--- src/rtl/thee_pulse_period_meter.sv ---
// Period / duty-cycle meter: counts reference ticks over MEAS_WINDOW periods of sig_in.
// Latency: sig_in edge reaches the FSM SYNC_STAGES+1 clk later; results registered one clk after the closing edge.
// No backpressure: start is a request, ignored while busy; results hold until the next meas_valid.
// Optional build macro THEE_PERIOD_METER_CONT_EN: back-to-back windows without returning to IDLE.
module thee_pulse_period_meter #(
  parameter int CNT_W       = 24,
  parameter int MEAS_WINDOW = 10,
  parameter int SYNC_STAGES = 2
) (
  input  logic             clk,
  input  logic             rst_n,
  input  logic             sig_in,
  input  logic             start,
  output logic             busy,
  output logic             meas_valid,
  output logic [CNT_W-1:0] period_total,
  output logic [CNT_W-1:0] high_total,
  output logic             overflow
);

  // Edge counter only needs to reach MEAS_WINDOW-1; the last rise closes the window.
  localparam int EW = (MEAS_WINDOW > 1) ? $clog2(MEAS_WINDOW) : 1;
  localparam logic [EW-1:0]    LAST_EDGE = EW'(MEAS_WINDOW - 1);
  localparam logic [CNT_W-1:0] ACC_MAX   = '1;
  localparam logic [CNT_W-1:0] ACC_ONE   = CNT_W'(1);

  typedef enum logic [1:0] {
    IDLE    = 2'd0,
    ARM     = 2'd1,
    MEASURE = 2'd2
  } state_t;

  state_t                 state;
  logic [SYNC_STAGES-1:0] sync_q;
  logic                   sig_d;
  logic                   sig_s;
  logic                   rise;
  logic [CNT_W-1:0]       high_inc;
  logic [CNT_W-1:0]       period_acc;
  logic [CNT_W-1:0]       high_acc;
  logic [EW-1:0]          edge_cnt;

  assign sig_s    = sync_q[SYNC_STAGES-1];
  assign rise     = sig_s & ~sig_d;
  assign high_inc = {{(CNT_W-1){1'b0}}, sig_s};

  // Synchronizer chain plus one delay flop for rising-edge detection.
  always_ff @(posedge clk or negedge rst_n) begin
    if (!rst_n) begin
      sync_q <= '0;
      sig_d  <= 1'b0;
    end else begin
      sync_q <= {sync_q[SYNC_STAGES-2:0], sig_in};
      sig_d  <= sig_s;
    end
  end

  // Measurement FSM with accumulators and registered result outputs.
  always_ff @(posedge clk or negedge rst_n) begin
    if (!rst_n) begin
      state        <= IDLE;
      busy         <= 1'b0;
      meas_valid   <= 1'b0;
      period_total <= '0;
      high_total   <= '0;
      overflow     <= 1'b0;
      period_acc   <= '0;
      high_acc     <= '0;
      edge_cnt     <= '0;
    end else begin
      meas_valid <= 1'b0;
      case (state)
        IDLE: begin
          // A rise in this same cycle is deliberately not used: ARM waits for the next one.
          if (start) begin
            period_acc <= '0;
            high_acc   <= '0;
            edge_cnt   <= '0;
            busy       <= 1'b1;
            state      <= ARM;
          end
        end
        ARM: begin
          if (rise) begin
            // Opening rise cycle is inside the window, so it is counted here.
            period_acc <= ACC_ONE;
            high_acc   <= high_inc;
            edge_cnt   <= '0;
            state      <= MEASURE;
          end else if (period_acc == ACC_MAX) begin
            period_total <= '1;
            high_total   <= '1;
            overflow     <= 1'b1;
            meas_valid   <= 1'b1;
            busy         <= 1'b0;
            state        <= IDLE;
          end else begin
            period_acc <= period_acc + 1'b1;
          end
        end
        MEASURE: begin
          if (rise && (edge_cnt == LAST_EDGE)) begin
            // Closing rise cycle is excluded: latch the sums before adding it.
            period_total <= period_acc;
            high_total   <= high_acc;
            overflow     <= 1'b0;
            meas_valid   <= 1'b1;
`ifdef THEE_PERIOD_METER_CONT_EN
            // Closing edge doubles as the next opening edge.
            period_acc   <= ACC_ONE;
            high_acc     <= high_inc;
            edge_cnt     <= '0;
`else
            busy         <= 1'b0;
            state        <= IDLE;
`endif
          end else if (period_acc == ACC_MAX) begin
            // high_acc never exceeds period_acc, so only period_acc needs a guard.
            period_total <= '1;
            high_total   <= '1;
            overflow     <= 1'b1;
            meas_valid   <= 1'b1;
            busy         <= 1'b0;
            state        <= IDLE;
          end else begin
            period_acc <= period_acc + 1'b1;
            high_acc   <= high_acc + high_inc;
            if (rise) edge_cnt <= edge_cnt + 1'b1;
          end
        end
        default: begin
          busy  <= 1'b0;
          state <= IDLE;
        end
      endcase
    end
  end

endmodule

--- config.mk ---
export PLATFORM = sky130hd
export DESIGN_NAME = thee_pulse_period_meter
export DESIGN_NICKNAME = d
export VERILOG_FILES = /design/src/rtl/thee_pulse_period_meter.sv
export SDC_FILE = /design/constraint.sdc
export NUM_CORES = 1
export LEC_CHECK = 0
export CELL_PAD_IN_SITES_DETAIL_PLACEMENT = 0
export CELL_PAD_IN_SITES_GLOBAL_PLACEMENT = 1
export CORE_UTILIZATION = 48
export DETAILED_ROUTE_END_ITERATION = 12
export HOLD_SLACK_MARGIN = 0.06
export PLACE_DENSITY_LB_ADDON = 0.1
export SLEW_MARGIN = 30
export SYNTH_ARGS = -nofsm -noshare
export SYNTH_HDL_FRONTEND = slang
export SYNTH_SLANG_ARGS = --single-unit
export TNS_END_PERCENT = 20
--- constraint.sdc ---
create_clock -name clk -period 3.61 [get_ports clk]
set_input_delay 0.722 -clock clk [delete_from_list [all_inputs] [get_ports clk]]
set_output_delay 0.722 -clock clk [all_outputs]
set_load 0.02 [all_outputs]
==> flow_summary.yaml <==
outcome:
  status: "complete, no violations"
pwr:
  clockPowerShare: 0.269
  swShare: 0.3418
  comb_power_share: 0.227
  switchingPower_mw: 0.8662
  p_leak_nw: 2.630
  powerDensity_nw_per_um2: 415.2
  p_seq_frac: 0.503
  vdd_drop_max_v: 0.0002382
  internal_power_mw: 1.668
drt:
  firstDrtPassIters: 5
  vias: 4210
  drt_iter0_markers: 180
  wl_per_cell_um: 17.44
  drc: 0
  drt-total-wl_mm: 11.98
  vias_per_cell: 6.128
  ant_nets: 0
clock_network:
  clk_pin_slew_ns: 0.11
  clock_path_buffers: 2
  cts_hold_buf: 0
  h-tree-depth: 3
  cts_tree: "built"
  post_cts_resized: 0
  cts.sinks: 108
  cts_made_buffers: 9
  cts_setup_buffers: 0
  cts_root_buf: "clkbuf_8"
  insertion_delay_ns: 0.37
final_layout:
  fin_nets: 559
  drive_above_1_share: 0.08711
  final_area_um2: 6105
  antennaDiodeCount: 0
  syn_to_final_growth_pct: 15.45
  utilization: 0.5809
  fin_cells: 687
floorplan:
  core_um2: 10510
  die_y_um: 107.0
  ioPinCount: 55
  rows: 37
  fp.dieW_um: 107.0
  start_util: 0.5032
  die-area_um2: 11440
yosys:
  synth-edff-count: 0
  async_flop_share: 1.000
  synth_commonest_cells: "dfrtp_1 (108), o22a_1 (50), o31ai_1 (34), nand2_1 (29)"
  yosysTopAreaCellShare: 0.5111
  ys_ff_latch: 108
  synth_area_um2: 5288
  synthCells: 500
  yosysMostFrequentCell: "dfrtp_1"
  syn_area_per_cell_um2: 10.58
  synth_flop_cell: "dfrtp_1"
  synth.area.top_cells: "dfrtp_1 (51%), o22a_1 (8.3%), o31ai_1 (4.8%)"
  syn_nets: 513
  ys_types: 58
  yosys.area.top_type: "dfrtp_1"
  yosysSeqAreaShare: 0.5111
  ys.warnings.count: 0
placed_design:
  numPortBuffers: 54
  dpl_cell_area_um2: 5928
  dp_cells: 671
  post-dp-hpwl_mm: 8.018
  gp_congestion: 0.8644
critical_path:
  reg2reg_slack_ns: 0.83
  cp.required_ns: 3.84
  r2r_start: "period_acc[0]"
  cpPeakStageDelay_ns: 0.63
  start_kind: "flip-flop"
  worst_r2r_endpoint: "high_acc[19]"
  r2r.worst_path.cells: 6
  crit_slowest_cell: "or3_1"
  crit_path_frequent_cell: "or3_1"
  crit_fanout: 17
  crit_chain: "ha_1, nand4_1, or3_1, nor2_4, or3_1, o31ai_1"
  cp-end-kind: "flip-flop"
  worst-setup-path-type: "flip-flop to flip-flop"
  worstPathArrival_ns: 3.01
global_routing:
  grt_max_degree: 73
  first_global_vias: 4188
  grtUsageTotal: 0.2276
  antenna_found_initial: 0
  grt_pass1_wl_mm: 20.62
  globalRouteOverflowTotal: 0
sta:
  max_freq_ghz: 0.3593
  setup_tns_ns: 0
  clock_skew_ns: 0.01428
  rsz0062_at_grt: "false"
  slew_violations: 0
  setup-violations-final: 0
  period_minus_slack_ns: 2.783
  tightest_slew_ns: 0.9526
  fin_crit_sh: 0.7709
  relSlewSlack: 0.3582
  finalHoldViolations: 0
  fin_hold_ws_ns: 0.3466
job:
  max_cap_viol_count: 0
worst_hold_path:
  hp-class: "input pin to async pin"
==> power groups by stage <==
stage               sequential [mW]  clock [mW]  combinational (mW)
finish                         1.28       0.682               0.576
global route                   1.28       0.750               0.643
CTS                            1.28       0.707               0.576
detailed placement             1.30           0               0.574
global placement               1.30           0               0.565
floorplan                      1.29           0               0.393
==> placed cells by master, fill, tap and decap left out, drive strengths merged, types with 3 or more instances in the layout <==
master	synthesis	layout
xnor2	8	8
nand2b	8	8
ha	9	9
nand3	25	25
nor2	26	26
buf	19	14
nor2b	5	5
nand4	14	14
o21ai	22	22
o211ai	4	4
inv	18	21
and3	8	8
clkdlybuf4s50	0	53
or3	6	6
o22a	50	50
or2	3	3
o41ai	5	5
nor3	13	13
dfrtp	108	108
nor4	8	8
a2111oi	3	3
a21oi	15	15
clkbuf	13	10
a31oi	10	10
nand2	29	29
o31ai	34	34
o22ai	4	4
clkinv	0	3
a211oi	3	3
==> layout make-up <==
| type | instances | area [um^2] |
|---|---|---|
| fill | 942 | 4404 |
| sequential | 108 | 2703 |
| multi-input combinational | 342 | 2340 |
| timing repair buffer | 67 | 651.9 |
| tap | 136 | 170.2 |
| clock buffer | 10 | 127.6 |
| inverter | 18 | 67.56 |
| clock inverter | 6 | 45.04 |
==> worst max-delay path: cells and delay by family (launching register included) <==
kind,cells,cell delay (ns)
simple gates,4,1.70
fa+ha+maj,1,0.27
compound gates,1,0.17
flops,1,0.50
==> metal layers <==
layer | track usage | part of all wire | vias to the layer above
met5 | 0 | 0 | -
met4 | 0.08023 | 0.016 | 0
met3 | 0.03283 | 0.032 | 20
met2 | 0.3783 | 0.49 | 98
met1 | 0.3043 | 0.46 | 2092
li1 | - | - | 2000
==> cell families after synthesis <==
family | synth area share
adders and majority gates | 0.02130
xor gates and xnor gates | 0.01657
buffers and inverters | 0.04638
AOI/OAI and AO/OA | 0.2418
DFF | 0.5111
and+or+nand+nor | 0.1590
muxes | 0.003786
==> flip-flops by register name, indices dropped and copies added (netlist names) <==
signal        count
overflow          1
state             2
period_total     24
high_acc         24
period_acc       24
meas_valid        1
sync_q            2
edge_cnt          4
sig_d             1
busy              1
high_total       24
==> worst max-delay path by stage <==
stage	startpoint	endpoint	cells past startpoint
floorplan	sync_q[1]	high_acc[20]	6
global placement	start	high_acc[8]	6
detailed placement	start	high_acc[6]	6
CTS	period_acc[0]	high_acc[19]	6
global route	period_acc[0]	high_acc[19]	6
finish	period_acc[0]	high_acc[19]	6
==> through the flow <==
| step | worst slack (ns) | power (mW) |
|---|---|---|
| floorplan | 1.378 | 1.685 |
| global placement | 0.5318 | 1.863 |
| detailed placement | 0.4751 | 1.872 |
| CTS | 0.8301 | 2.559 |
| global route | 0.6451 | 2.674 |
| finish | 0.8271 | 2.534 |
Power figures use the tool's default switching activity.
